File: src/rtl/instr_encoder.sv
// instr_encoder: packs decoded RV32I fields into a 32-bit instruction word
// and writes it into instruction memory at an auto-incrementing word address.
// One bundle is accepted in IDLE, the encoded word is presented in WRITE
// until the memory acknowledges it, then the address and count advance.

module instr_encoder #(
  parameter int ADDR_W = 8,
  parameter int DEPTH  = 2 ** ADDR_W
) (
  input  logic              clk,
  input  logic              rstN,
  input  logic              inValid,
  output logic              inReady,
  input  logic [2:0]        fmt,
  input  logic [4:0]        rd,
  input  logic [4:0]        rs1,
  input  logic [4:0]        rs2,
  input  logic [2:0]        funct3,
  input  logic [6:0]        funct7,
  input  logic [31:0]       imm,
  input  logic              flush,
  output logic              imemWrEn,
  output logic [ADDR_W-1:0] imemAddr,
  output logic [31:0]       imemWrData,
  input  logic              imemAck,
  output logic [ADDR_W:0]   count,
  output logic              full,
  output logic              errIllegal
);

  // Opcodes the core's decoder recognises for each format class
  localparam logic [6:0] OP_I  = 7'b0010011;
  localparam logic [6:0] OP_L  = 7'b0000011;
  localparam logic [6:0] OP_R  = 7'b0110011;
  localparam logic [6:0] OP_S  = 7'b0100011;
  localparam logic [6:0] OP_SB = 7'b1100011;
  localparam logic [6:0] OP_U  = 7'b0110111;
  localparam logic [6:0] OP_UJ = 7'b1101111;

  // Format class codes on the fmt input
  localparam logic [2:0] FMT_I       = 3'd0;
  localparam logic [2:0] FMT_L       = 3'd1;
  localparam logic [2:0] FMT_R       = 3'd2;
  localparam logic [2:0] FMT_S       = 3'd3;
  localparam logic [2:0] FMT_SB      = 3'd4;
  localparam logic [2:0] FMT_U       = 3'd5;
  localparam logic [2:0] FMT_UJ      = 3'd6;
  localparam logic [2:0] FMT_ILLEGAL = 3'd7;

  // Count value at which the loader is considered full
  localparam logic [ADDR_W:0] DEPTH_CNT = (ADDR_W + 1)'(DEPTH);

  typedef enum logic {
    IDLE,
    WRITE
  } state_t;

  state_t state;

  logic [31:0]     i_word;
  logic [31:0]     l_word;
  logic [31:0]     r_word;
  logic [31:0]     s_word;
  logic [31:0]     sb_word;
  logic [31:0]     u_word;
  logic [31:0]     uj_word;
  logic [31:0]     enc_word;
  logic [ADDR_W:0] count_inc;
  logic            accept;

  // Bit layouts of each format; immediates are byte offsets, so the branch
  // and jump forms drop imm[0] and scatter the remaining bits
  assign i_word  = {imm[11:0], rs1, funct3, rd, OP_I};
  assign l_word  = {imm[11:0], rs1, funct3, rd, OP_L};
  assign r_word  = {funct7, rs2, rs1, funct3, rd, OP_R};
  assign s_word  = {imm[11:5], rs2, rs1, funct3, imm[4:0], OP_S};
  assign sb_word = {imm[12], imm[10:5], rs2, rs1, funct3, imm[4:1], imm[11], OP_SB};
  assign u_word  = {imm[31:12], rd, OP_U};
  assign uj_word = {imm[20], imm[10:1], imm[11], imm[19:12], rd, OP_UJ};

  // Select the layout for the incoming format class
  always_comb begin
    enc_word = 32'd0;
    case (fmt)
      FMT_I:   enc_word = i_word;
      FMT_L:   enc_word = l_word;
      FMT_R:   enc_word = r_word;
      FMT_S:   enc_word = s_word;
      FMT_SB:  enc_word = sb_word;
      FMT_U:   enc_word = u_word;
      FMT_UJ:  enc_word = uj_word;
      default: enc_word = 32'd0;
    endcase
  end

  // Flush takes priority over a same-cycle bundle, and nothing is taken
  // while a write is outstanding or the memory image is full
  assign inReady   = (state == IDLE) && !full && !flush;
  assign accept    = inValid && inReady;
  assign count_inc = count + 1'b1;

  // Handshake FSM: capture a bundle in IDLE, hold the write until acked
  always_ff @(posedge clk or negedge rstN) begin
    if (!rstN) begin
      state      <= IDLE;
      imemWrEn   <= 1'b0;
      imemAddr   <= '0;
      imemWrData <= 32'd0;
      count      <= '0;
      full       <= 1'b0;
      errIllegal <= 1'b0;
    end else begin
      case (state)
        IDLE: begin
          if (flush) begin
            imemAddr   <= '0;
            count      <= '0;
            full       <= 1'b0;
            errIllegal <= 1'b0;
          end else if (accept) begin
            if (fmt == FMT_ILLEGAL) begin
              errIllegal <= 1'b1;
            end else begin
              imemWrData <= enc_word;
              imemWrEn   <= 1'b1;
              state      <= WRITE;
            end
          end
        end
        WRITE: begin
          if (imemAck) begin
            imemAddr <= imemAddr + 1'b1;
            count    <= count_inc;
            full     <= (count_inc == DEPTH_CNT);
            imemWrEn <= 1'b0;
            state    <= IDLE;
          end
        end
        default: begin
          state    <= IDLE;
          imemWrEn <= 1'b0;
        end
      endcase
    end
  end

endmodule

File: config.mk
export PLATFORM = sky130hd
export DESIGN_NAME = instr_encoder
export DESIGN_NICKNAME = d
export VERILOG_FILES = /design/src/rtl/instr_encoder.sv
export SDC_FILE = /design/constraint.sdc
export NUM_CORES = 1
export LEC_CHECK = 0
export BUFFER_PORTS_ARGS = -buffer_cell sky130_fd_sc_hd__buf_2
export CORE_MARGIN = 1
export CORE_UTILIZATION = 45
export DETAILED_ROUTE_END_ITERATION = 7
export PLACE_DENSITY_LB_ADDON = 0.25
export SLEW_MARGIN = 20
export SYNTH_ARGS = -nofsm -noshare
export SYNTH_HDL_FRONTEND = slang
export SYNTH_SLANG_ARGS = --single-unit
File: constraint.sdc
create_clock -name clk -period 3.02 [get_ports clk]
set_input_delay 0.604 -clock clk [delete_from_list [all_inputs] [get_ports clk]]
set_output_delay 0.604 -clock clk [all_outputs]
set_load 0.01 [all_outputs]
# After elaboration in Yosys (flattened, before gate mapping)
# Index checks and enable logic that the tools add are counted.
# W data, S select, Z words.
[word_totals] latch_bits=0 wordCells=60 mem_bits_ro=0 ff_bits=53 out_inout_bits=53 mem_bits_rw=0 input_bits=65 n_memories=0
[classes] n_shift=0 eq_ne=13 n_mux=23 multipliers=0 addsub=2 div=0 magnitude_cmp=0 n_reduce_logical=12 bitwise_logic=3
[ops] operator="$pmux W32 S7" n=1
[ops] operator="$mux W9" n=2
[ops] operator="$pmux W9 S2" n=1
[ops] operator="$mux W8" n=2
[ops] operator="$pmux W8 S2" n=1
[ops] operator="$mux W1" n=13
[ops] operator="$eq A3 B3 Y1 const B" n=4
[ops] operator="$ne A2 B2 Y1 const B" n=5
[ops] operator="$add A9 B1 Y9 const B" n=1
[ops] operator="$eq A9 B9 Y1 const B" n=1
[ops] operator="$add A8 B1 Y8 const B" n=1
[ops] operator="$reduce_and A4 Y1" n=2
[ops] operator="$eq A3 B2 Y1 const B" n=2
[ops] operator="$pmux W1 S2" n=3
[ops] operator="$reduce_bool A2 Y1" n=2
[ops] operator="$eq A3 B1 Y1 const B" n=1
[ops] operator="$logic_and A1 B1 Y1" n=3
[ops] operator="$logic_not A3 Y1" n=1
[ops] operator="$not A1 Y1" n=3
[ops] operator="$reduce_and A3 Y1" n=1
[ops] operator="$logic_not A1 Y1" n=2
[ops] operator="$reduce_and A2 Y1" n=1

# Longest topological paths before layout
# Gate-level depths: netlist of run 1.
[logic_depth] ltp_word=7 ltp_mapped=6 mapped_depth_nobuf=5

# Worst setup path before layout of run 1
# Ideal clock, no wire load.
[synth_timing] kind="input-to-reg" start="in flush" end="reg imemWrData[16]" setup_slack_ps=1303 arrival_ps=1591 cell_stages=4 required_time_ps=2894 cell_sequence="nor4b_4 -> nand2_4 -> buf_6 -> a221o_1"
[synth_via] elab_chain_cells=4 word_cells_on_any_way=5 cone_classes="1 x bitwise; 4 x reduce/logical"
[synth_rtl] element="start, declared" line="21" rtl="input logic flush,"
[synth_rtl] element="$logic_not A1 Y1" line="98" rtl="assign inReady = (state == IDLE) && !full && !flush;"
[synth_rtl] element="$logic_and A1 B1 Y1" line="98"
[synth_rtl] element="$logic_and A1 B1 Y1" line="99" rtl="assign accept = inValid && inReady;"
[synth_rtl] element="$reduce_and A4 Y1 (no line) (*)"
[synth_rtl] element="end signal, assigned" line="124" rtl="imemWrData <= enc_word;"
[synth_rtl] element="end, declared" line="24" rtl="output logic [31:0] imemWrData,"
# Mark *: on every way between the ends. The rest lies on a longest branch, timed or not.
# A chain may end at the register's enable or synchronous reset.

# Worst setup path after layout of run 1
[layout_timing] start="in fmt[1]" end="reg imemWrData[11]"
[layout_via] elab_chain_cells=3 word_cells_on_any_way=11 cone_classes="7 x eq/ne; 1 x mux; 1 x bitwise; 2 x reduce/logical"
[layout_rtl] element="start, declared" line="14" rtl="input logic [2:0] fmt,"
[layout_rtl] element="parallel branches: the longest is 3 deep, another holds $pmux W32 S7"
# Parallel ways; which one is timed is not known.

==> results of run 1 <==
==> cell type report <==
cell class,count,share of cell area
multi-input combinational,214,0.403
sequential,52,0.367
timing repair buffer,119,0.169
tap,75,0.0265
clock buffer,5,0.0194
clock inverter,3,0.0120
inverter,3,0.00318
==> kinds of logic after synthesis <==
| family | Yosys count | share of synthesized area |
|---|---|---|
| flops | 52 | 0.460 |
| xor+xnor | 7 | 0.0217 |
| simple gates | 94 | 0.166 |
| mux | 32 | 0.117 |
| compound gates | 79 | 0.191 |
| buf+inv | 21 | 0.0345 |
| fa+ha+maj | 2 | 0.00885 |
==> layer usage <==
layer,part of all wire,GRT usage,up-vias
li1,-,-,1268
met1,0.44,0.283,1254
met2,0.49,0.397,84
met3,0.061,0.0607,4
met4,0.0063,0.0500,0
met5,0,0,-
==> synth_stat cells (2+ instances only) <==
master	count
nand3_1	6
o21ai_0	28
mux2_2	9
nand2_1	36
buf_2	6
a21oi_1	7
inv_1	3
xor2_1	4
mux2i_1	23
nand2b_1	2
buf_1	2
ha_1	2
o22ai_1	3
xnor2_1	3
clkbuf_1	8
and2_1	6
dfrtp_1	52
a211oi_1	2
o211ai_1	4
and3_1	10
a31oi_1	2
nor2_1	15
a2bb2oi_1	3
nor3_1	4
nor2b_1	4
a22oi_1	7
a221o_1	9
nand4_1	6
a22o_1	8
==> worst max-delay path by stage <==
stage           start             end  slack (ps)  cells past startpoint
6_report       fmt[1]  imemWrData[11]         990                      5
2_1_floorplan   flush  imemWrData[16]        1300                      4
3_5_place_dp   fmt[1]   imemWrData[8]         700                      5
5_1_grt        fmt[1]   imemWrData[9]         850                      5
4_1_cts        fmt[1]  imemWrData[11]        1040                      5
3_3_place_gp   fmt[1]   imemWrData[9]         740                      5
==> worst max-delay path: stages <==
cell	delay, ps
buf_2	270
nor2b_1	680
mux2_2	370
mux2i_1	190
o21ai_0	80
==> registers in the layout, summed over array words and instances (netlist names) <==
register    count
imemWrData     31
state           1
imemWrEn        1
count           9
imemAddr        8
errIllegal      1
full            1
==> report_power, final <==
part,switching [mW],internal [mW],total (mW)
sequential,0.0735,0.801,0.875
clock,0.240,0.246,0.486
combinational,0.245,0.214,0.459
total,0.559,1.26,1.82
==> impl_metrics.ini, run 1 <==
[status]
outcome = complete, no violations

[route]
routedWlPerCell_um = 14.8
first_iter_violations = 89
firstDrtPassIters = 4
drc = 0
viasPerCell = 5.54
dr_total_vias = 2610
wirelength_um = 6990
postRouteAntennaNets = 0

[synth]
syn-cell-area_um2 = 2830
synth_cell_types = 42
syn-mean-instance-area_um2 = 9.85
netlist_top_cells_area = dfrtp_1, mux2i_1, o21ai_0, nand2_1, mux2_2
yosysTopAreaCell = dfrtp_1
synth_edf_count = 0
synthCells = 287
ys_ff_latch = 52
synthesis.nets = 354
synthArstFlopShare = 1.00
yosysWarnings = 0
synthDominantCellAreaShare = 0.460
ys.flop_type = dfrtp_1
ys_seq_area_frac = 0.460

[clock_tree]
cts_tree = built
clkLatencyLatePin_ps = 310
cts_made_buffers = 5
clockRootBuffer = clkbuf_8
cts_sinks = 52
cts_buffer_depth = 2
cts_resized = 0
cts.htree.levels = 2
clk_transition_reported_paths_ps = 100
postCtsHoldBufs = 0
cts_setup_buffers = 0

[die]
die_x_um = 81.3
floorplan.rows = 28
die_h_um = 81.3
start_util = 0.472
die_area_um2 = 6600
pin_count = 118
core_um2 = 5990

[timing]
maxSlewHeadroom = 0.474
finalSetupViolCount = 0
holdWs_ps = 295
finalCriticalPeriod_ps = 2030
rsz0062_at_grt = no
drv_slew = 0
fin_setup_tns_ps = 0
setup_slack_ps = 990
fin_skew_ps = 11.0
hold_viol = 0
fin_crit_sh = 0.672
fmax_ghz = 0.493
tightest_slew_ps = 787

[critical_path]
r2r_slack_ps = 1100
arrival_ps = 2210
worstSetupEndpointType = flop
required_ps = 3200
critPathKind = input pin to flop
cp-start-kind = input pin
r2r_cells = 4
r2r-end = imemWrData[31]
critPathMaxFanout = 24
r2r_start = state

[cells_and_area]
most-common-layout-cells = buf_2, dfrtp_1, nand2_1, o21ai_0, mux2i_1
diodes = 0
fillers = 570
layout_commonest_cell = buf_2
drive_above_1_share = 0.351
instances_no_fill = 471
syn2layout_area_growth_pct = 25.5
fin_nets = 462
multi_input_area_um2 = 1430
fin_util = 0.592
seqCellArea_um2 = 1300
fin_area_um2 = 3550

[power]
leakage_nw = 1.82
peakVddDrop_mv = 0.274
total_power_mw = 1.82
power_density_nw_per_um2 = 513

[global_routing]
antenna_found_initial = 0
grt_pass1_wl_um = 11500
grt_overflow = 0
grt_pass1_vias = 2454
gr-usage-all-layers = 0.228
grt_max_degree = 46

[min_path]
holdCritPathClass = input pin to asynchronous set/reset pin

[placement]
dp.cells = 463
place_hpwl_um = 5130
place_ws_ps = 704
portBuffers = 117
placed_cell_area_um2 = 3430
place_congestion = 0.785

[run]
max_cap_violations = 0
No activity file was read; power rests on OpenSTA's default activity.
==> inputs of run 2 (changes only) <==
clock period = 2.01 ns   (was 3.02 ns; I/O delays follow)
==> impl_metrics.ini, run 2 (synthesis gave the netlist of run 1 again) <==
[global_routing]
grt_overflow = 0
grt_pass1_vias = 2608
grt_max_degree = 53
grt_pass1_wl_um = 11900
gr-usage-all-layers = 0.235
antenna_found_initial = 0

[critical_path]
cp-start-kind = flop
r2r_start = state
arrival_ps = 2050
critPathKind = flop to flop
critPathMaxFanout = 10
worstSetupEndpointType = flop
startpoint = state
required_ps = 2260
crit_chain = nor4b_4, and2_0, and3_1, a221o_1
cp_slowest_cell = nor4b_4
crit_buf_inv = 0
cp_slowest_stage_delay_ps = 490
crit_family = simple AND/OR/NAND/NOR gates

[route]
postRouteAntennaNets = 0
dr_total_vias = 2655
viasPerCell = 5.53
first_iter_violations = 87
drc = 0
routedWlPerCell_um = 15.1
wirelength_um = 7230
firstDrtPassIters = 4

[timing]
drv_slew = 0
fmax_ghz = 0.558
finalCriticalPeriod_ps = 1790
fin_setup_tns_ps = 0
setup_slack_ps = 216
hold_viol = 0
finalSetupViolCount = 0
fin_skew_ps = 6.68
fin_crit_sh = 0.892
holdWs_ps = 175
maxSlewHeadroom = 0.292
rsz0062_at_grt = no
tightest_slew_ps = 1050

[clock_tree]
cts_tree = built
postCtsHoldBufs = 0
clockRootBuffer = clkbuf_8
cts.htree.levels = 2
cts_resized = 0
clk_transition_reported_paths_ps = 100
cts_buffer_depth = 2
cts_setup_buffers = 0
cts_made_buffers = 5
clkLatencyLatePin_ps = 310
cts_sinks = 52

[die]
core_um2 = 5990
start_util = 0.472
die_x_um = 81.3
floorplan.rows = 28
pin_count = 118
die_area_um2 = 6600
die_h_um = 81.3

[placement]
place_ws_ps = 33.2
place_hpwl_um = 5500
place_congestion = 0.792
portBuffers = 117

[power]
leakage_nw = 1.86
power_density_nw_per_um2 = 761
peakVddDrop_mv = 0.354

[cells_and_area]
top_register = imemWrData
most-common-layout-cells = buf_2, dfrtp_1, nand2_1, o21ai_0, mux2i_1
fin_nets = 471
layout_commonest_cell = buf_2
syn2layout_area_growth_pct = 27.8
diodes = 0
largest_register_ffs = 31
reg_top3 = imemWrData (31), count (9), imemAddr (8)
drive_above_1_share = 0.365

[min_path]
holdCritPathClass = input pin to asynchronous set/reset pin

[status]
outcome = complete, no violations

[run]
max_cap_violations = 0
[run 2: cell count changes in the layout (fill, tap and decap cells not counted)]
cell / delta
buf_4: +9
o21ai_0: +1
o21ai_1: -1
[run 2: path summary, 6_finish.rpt]
path | to | slack (ps) | cells past startpoint
min | count[2] | 170 | 2
max in group asynchronous | imemWrData[28] | 1370 | 2
min reg2reg | imemAddr[7] | 470 | 1
max reg2reg | imemWrData[13] | 220 | 4
max | imemWrData[13] | 220 | 4
min in group clk | imemWrData[18] | 310 | 2
[run 2: cell type report]
type	instances	area [um^2]
fill	537	2380
multi-input combinational	214	1430
sequential	52	1300
timing repair buffer	128	668
tap	75	93.8
clock buffer	5	68.8
clock inverter	3	42.5
inverter	3	11.3
[run 2: through the flow]
stage	power, mW	utilization	area (um^2)	instances
after global placement	2.03	0.585	3500	472
final	2.75	0.603	3610	480
after detailed placement	2.05	0.585	3500	472
after global routing	2.90	0.603	3610	480
after CTS	2.77	0.603	3610	480
after floorplan	1.70	-	2830	287
[run 2: where the power goes]
group / internal (mW) / switching, mW
registers: 1.20 / 0.112
clock network: 0.369 / 0.355
logic: 0.335 / 0.373
total: 1.91 / 0.840
[run 2: per-layer routing]
metal | global-route usage | vias to the layer above | routed length, um
li1 | - | 1281 | -
met1 | 0.300 | 1283 | 3190
met2 | 0.398 | 83 | 3530
met3 | 0.0517 | 8 | 420
met4 | 0.0661 | 0 | 92
met5 | 0 | - | 0
